File: src/rtl/synth_pkg.sv
// Shared types and constants for the synth voice datapath: envelope states,
// keycode limits and the octave/waveform select types.
package synth_pkg;

  typedef enum logic [1:0] {
    IDLE    = 2'd0,
    ATTACK  = 2'd1,
    SUSTAIN = 2'd2,
    RELEASE = 2'd3
  } env_state_t;

  localparam logic [3:0] KEY_NONE = 4'hF;
  localparam logic [3:0] KEY_MAX  = 4'd12;

  typedef logic [1:0] octave_t;
  typedef logic [1:0] wave_t;

  // Keycodes 13..15 all mean "no key held".
  function automatic logic key_valid(input logic [3:0] k);
    return k <= KEY_MAX;
  endfunction

endpackage

File: src/rtl/env_ramp.sv
// Saturating up/down step unit: moves env by step towards full scale (dir=1)
// or towards zero (dir=0) when en is high, and flags when the limit is hit.
module env_ramp #(
  parameter int W = 8
) (
  input  logic [W-1:0] env,
  input  logic [W-1:0] step,
  input  logic         dir,
  input  logic         en,
  output logic [W-1:0] next_env,
  output logic         at_limit
);

  localparam logic [W-1:0] ENV_MAX = '1;

  logic [W:0] sum;

  always_comb begin
    sum      = {1'b0, env} + {1'b0, step};
    next_env = env;
    if (en) begin
      if (dir) begin
        next_env = sum[W] ? ENV_MAX : sum[W-1:0];
      end else begin
        // Compare before subtracting so the result never wraps below zero.
        next_env = (env > step) ? (env - step) : '0;
      end
    end
    at_limit = dir ? (next_env == ENV_MAX) : (next_env == '0);
  end

endmodule

File: src/rtl/note_scheduler.sv
// Single-voice note scheduler: latches the active key, runs the
// attack/sustain/release envelope on sample_tick, and keeps octave/wave selects.
module note_scheduler
  import synth_pkg::*;
#(
  parameter int ENV_W        = 8,
  parameter int ATTACK_STEP  = 64,
  parameter int RELEASE_STEP = 32
) (
  input  logic             clk,
  input  logic             rst,
  input  logic [3:0]       keycode,
  input  logic             mode_edge,
  input  logic             sound_edge,
  input  logic             sample_tick,
  output logic [3:0]       note,
  output octave_t          octave,
  output wave_t            wave_sel,
  output logic [ENV_W-1:0] env,
  output logic             note_on,
  output logic             busy,
  output env_state_t       state
);

  env_state_t       state_d;
  logic [3:0]       note_d;
  logic             note_on_d;
  logic             key_ok;
  logic             ramp_en;
  logic             ramp_up;
  logic [ENV_W-1:0] ramp_step;
  logic [ENV_W-1:0] env_d;
  logic             at_limit;

  assign key_ok    = key_valid(keycode);
  assign ramp_up   = (state == ATTACK);
  assign ramp_en   = sample_tick && ((state == ATTACK) || (state == RELEASE));
  assign ramp_step = ramp_up ? ENV_W'(ATTACK_STEP) : ENV_W'(RELEASE_STEP);

  env_ramp #(.W(ENV_W)) u_env_ramp (
    .env      (env),
    .step     (ramp_step),
    .dir      (ramp_up),
    .en       (ramp_en),
    .next_env (env_d),
    .at_limit (at_limit)
  );

  // Release beats a key change, which beats the envelope threshold.
  always_comb begin
    state_d   = state;
    note_d    = note;
    note_on_d = 1'b0;
    case (state)
      IDLE: begin
        if (key_ok) begin
          state_d   = ATTACK;
          note_d    = keycode;
          note_on_d = 1'b1;
        end
      end
      ATTACK: begin
        if (!key_ok) begin
          state_d = RELEASE;
        end else if (keycode != note) begin
          note_d    = keycode;
          note_on_d = 1'b1;
        end else if (ramp_en && at_limit) begin
          state_d = SUSTAIN;
        end
      end
      SUSTAIN: begin
        if (!key_ok) begin
          state_d = RELEASE;
        end else if (keycode != note) begin
          note_d    = keycode;
          note_on_d = 1'b1;
        end
      end
      RELEASE: begin
        if (key_ok) begin
          state_d   = ATTACK;
          note_d    = keycode;
          note_on_d = 1'b1;
        end else if (ramp_en && at_limit) begin
          state_d = IDLE;
        end
      end
      default: state_d = IDLE;
    endcase
  end

  always_ff @(posedge clk) begin
    if (rst) begin
      state    <= IDLE;
      note     <= 4'd0;
      octave   <= '0;
      wave_sel <= '0;
      env      <= '0;
      note_on  <= 1'b0;
      busy     <= 1'b0;
    end else begin
      state    <= state_d;
      note     <= note_d;
      note_on  <= note_on_d;
      busy     <= (state_d != IDLE);
      env      <= env_d;
      octave   <= octave + octave_t'(mode_edge);
      wave_sel <= wave_sel + wave_t'(sound_edge);
    end
  end

endmodule

File: config.mk
export PLATFORM = sky130hd
export DESIGN_NAME = note_scheduler
export DESIGN_NICKNAME = d
export VERILOG_FILES = /design/src/rtl/synth_pkg.sv /design/src/rtl/env_ramp.sv /design/src/rtl/note_scheduler.sv
export SDC_FILE = /design/constraint.sdc
export NUM_CORES = 1
export LEC_CHECK = 0
export CAP_MARGIN = 15
export CORE_AREA = 2 2 68 70
export CTS_BUF_LIST = sky130_fd_sc_hd__clkbuf_2
export CTS_CLUSTER_DIAMETER = 150
export DETAILED_ROUTE_END_ITERATION = 8
export DIE_AREA = 0 0 70 72
export GPL_TIMING_DRIVEN = 0
export PLACE_DENSITY = 0.65
export REMOVE_ABC_BUFFERS = 1
export SYNTH_ARGS = -nofsm -noshare
export SYNTH_HDL_FRONTEND = slang
export SYNTH_HIERARCHICAL = 1
export SYNTH_SLANG_ARGS = --single-unit
export TNS_END_PERCENT = 50
File: constraint.sdc
create_clock -name clk -period 4.8 [get_ports clk]
set_input_delay 0.72 -clock clk [delete_from_list [all_inputs] [get_ports clk]]
set_output_delay 0.72 -clock clk [all_outputs]
set_load 0.01 [all_outputs]
==> reports/results.ini <==
[critical_path]
crit_required_ns = 4.99
cp-end-kind = register
crit_type = register to register
cp-startpoint = state[1]
critPathLaunchType = register
cp_max_fo = 11
arrival_ns = 4.61
r2r-start = state[1]

[place]
hpwlAfterDp_mm = 3.150
place.gp.congestion = 0.8323
place_ws_ns = 0.2311
io_buffer_count = 28

[power_and_ir_drop]
p_leak_nw = 0.9062
p_sw_share_pct = 34.54
p_int_w = 0.0003653
power_density_mw_per_mm2 = 253.6
power_frac_comb_pct = 42.4
clkPwrFrac_pct = 22.4
p_seq_share_pct = 35.2
ir_worst_vdd_uv = 185.5
power_switching_w = 0.0001928

[clocking]
cts_root_buf = clkbuf_2
post-cts-setup-buffer-count = 0
path_clk_slew_ns = 0.20
clkLatencyLatePin_ns = 0.32
cts_tree = done
cts_buffer_depth = 2
cts.sinks = 20
cts_buffers = 3
h-tree-depth = 1

[layout]
nets = 293
area_growth_pct = 22.15
diodes = 0
drive_gt1_share_pct = 5.792

[grt]
grt_pass1_wl_mm = 7.251
first_global_vias = 1642
grt_max_degree = 21
antenna_found_initial = 0
grt_usage_pct = 16.87
grt_overflow = 0

[sta]
finalWorstSetupSlack_ns = 0.3816
min_period_ns = 4.418
rsz0062_at_grt = false
min_period_over_period_pct = 92.05
setup_viol = 0
slew_headroom_pct = 39.76
fin_tns_setup_ns = 0
tightest_slew_ns = 0.8808
finalHoldViolCount = 0
fin_skew_ns = 0.01009
slew_violations = 0
fmax_mhz = 226.3

[flow_run]
drv_cap = 0

[worst_hold_path]
min_from = wave_sel[1]
hp-class = register to register

[synthesis]
yosysTopAreaCellShare_pct = 22.22
synth_common_cells = 22 x ha_1, 20 x dfxtp_1, 19 x inv_1, 19 x nor2_1, 18 x a21oi_1
synth_edf_count = 0
postSynthCellCount = 224
postSynthAreaPerCell_um2 = 8.043
synthTopCellsByArea = dfxtp_1 22%, ha_1 15%, a21oi_1 5.0%, nor2b_1 4.5%, xnor2_1 4.4%
async_flop_share_pct = 0
yosys.cell_types.count = 54
yosys.area.top_type = dfxtp_1
yosysMostFrequentCell = ha_1
seq_area_frac_synth_pct = 22.22
yosysWarnings = 6
synthesis.area_mm2 = 0.001802
ys_ff_latch = 20
synthFlopType = dfxtp_1

[routing]
initialDrtViolationCount = 54
dr.pass1.iters = 4
detail-route-antenna-nets = 0
viasPerCell = 5.367
wirelength_mm = 4.125
route.detailed.drc = 0
wl_per_cell_um = 13.26
dr_total_vias = 1669

[floorplan]
ioPinCount = 29
dieWidth_um = 70
core-area_mm2 = 0.004264
fp-row-count = 24
start_util_pct = 42.25
dieHeight_um = 72
die_area_mm2 = 0.005040

[outcome]
status = completed

[cell usage in the layout, fill, tap and decap left out, types with 3 or more instances in the layout]
cell type / Yosys / final
clkdlybuf4s50_1: 0 / 28
nor3_1: 5 / 5
mux2i_1: 4 / 4
conb_1: 1 / 13
inv_1: 19 / 19
o22ai_1: 3 / 3
dfxtp_1: 20 / 20
nand2b_1: 3 / 3
nor4_1: 3 / 3
nor4b_1: 3 / 3
o22a_1: 5 / 5
clkbuf_2: 0 / 3
or3_1: 3 / 3
a21oi_1: 18 / 18
nand4_1: 4 / 4
ha_1: 22 / 21
nor2_1: 19 / 19
xnor2_1: 9 / 9
nand2_1: 7 / 7
nor2b_1: 13 / 13
o21ai_0: 8 / 8
[cells by family (layout without fill, tap and decap cells)]
kind of cell,count (synthesis),count (layout),share of synthesized area [%]
mux,4,4,2.222
other cells,1,13,0.2081
xor+xnor,10,10,4.861
buf+inv,31,54,7.222
compound gates,60,60,23.20
fa+ha+maj,24,24,17.50
flops,20,20,22.22
simple gates,74,74,22.57
[per-stage QoR]
| stage | cells | util (%) | instance area, um2 | total power, W | hold WS [ns] |
|---|---|---|---|---|---|
| after floorplan | 227 | - | 1799 | 0.0003570 | 0.5378 |
| after global placement | 307 | 50.29 | 2145 | 0.0004278 | 0.4918 |
| after detailed placement | 307 | 50.29 | 2145 | 0.0004297 | 0.5168 |
| after CTS | 311 | 51.35 | 2190 | 0.0005557 | 0.5484 |
| after global routing | 311 | 51.61 | 2201 | 0.0005987 | 0.5753 |
| final | 311 | 51.61 | 2201 | 0.0005581 | 0.5423 |
[registers in the layout, indices dropped and copies added, names as in the netlist]
signal and flops:
env 8, note 4, octave 2, state 2, wave_sel 2, busy 1, note_on 1
[worst max-delay path: stages (launching register included)]
cell and delay [ns]:
dfxtp_1 0.41, inv_1 0.11, ha_1 0.33, inv_1 0.19
inv_1 0.07, ha_2 0.43, nor4b_1 0.28, nor4_1 0.10
o21ai_2 0.10, nand2_2 0.16, o32a_1 0.43, or4_1 0.54
or3_1 0.32, mux2i_1 0.13, nand2_1 0.12, a21oi_1 0.17
nor3_1 0.07, a211oi_2 0.24, a21oi_1 0.10
[power by group through the flow]
| stage | registers (W) | logic (W) | clock network (W) |
|---|---|---|---|
| finish | 0.000196 | 0.000237 | 0.000125 |
| global route | 0.000199 | 0.000265 | 0.000134 |
| CTS | 0.000197 | 0.000231 | 0.000128 |
| detailed placement | 0.000200 | 0.000230 | 0 |
| global placement | 0.000200 | 0.000228 | 0 |
| floorplan | 0.000204 | 0.000153 | 0 |
[per-layer routing]
metal  share of wire, %  vias to the layer above  routed length (um)  GRT usage (%)
met3                3.3                        4                 137          1.667
met5                  0                        -                   0              0
li1                   -                      852                   -              -
met4               0.48                        0                  20          4.060
met2                 48                       31                1992          30.37
met1                 48                      782                1974          21.88
[worst paths after layout]
path	endpoint	slack, ns	cells past startpoint
max	busy	0.38	18
min	wave_sel[1]	0.54	2
max reg2reg	busy	0.38	18
min reg2reg	wave_sel[1]	0.54	2
[area by class of cell]
cell class,count,area [um2]
Clock buffer,3,15.01
Clock inverter,1,30.03
Fill cell,432,2063
Inverter,22,82.58
Multi-Input combinational cell,185,1328
Sequential cell,20,400.4
Tap cell,52,65.06
Timing Repair Buffer,28,280.3
[repair_timing]
item | CTS | global route
hold buffers | 0 | 0
endpoints found under the setup margin | 0 | 3
gates resized for setup | 0 | 3
Power figures use the tool's default switching activity.
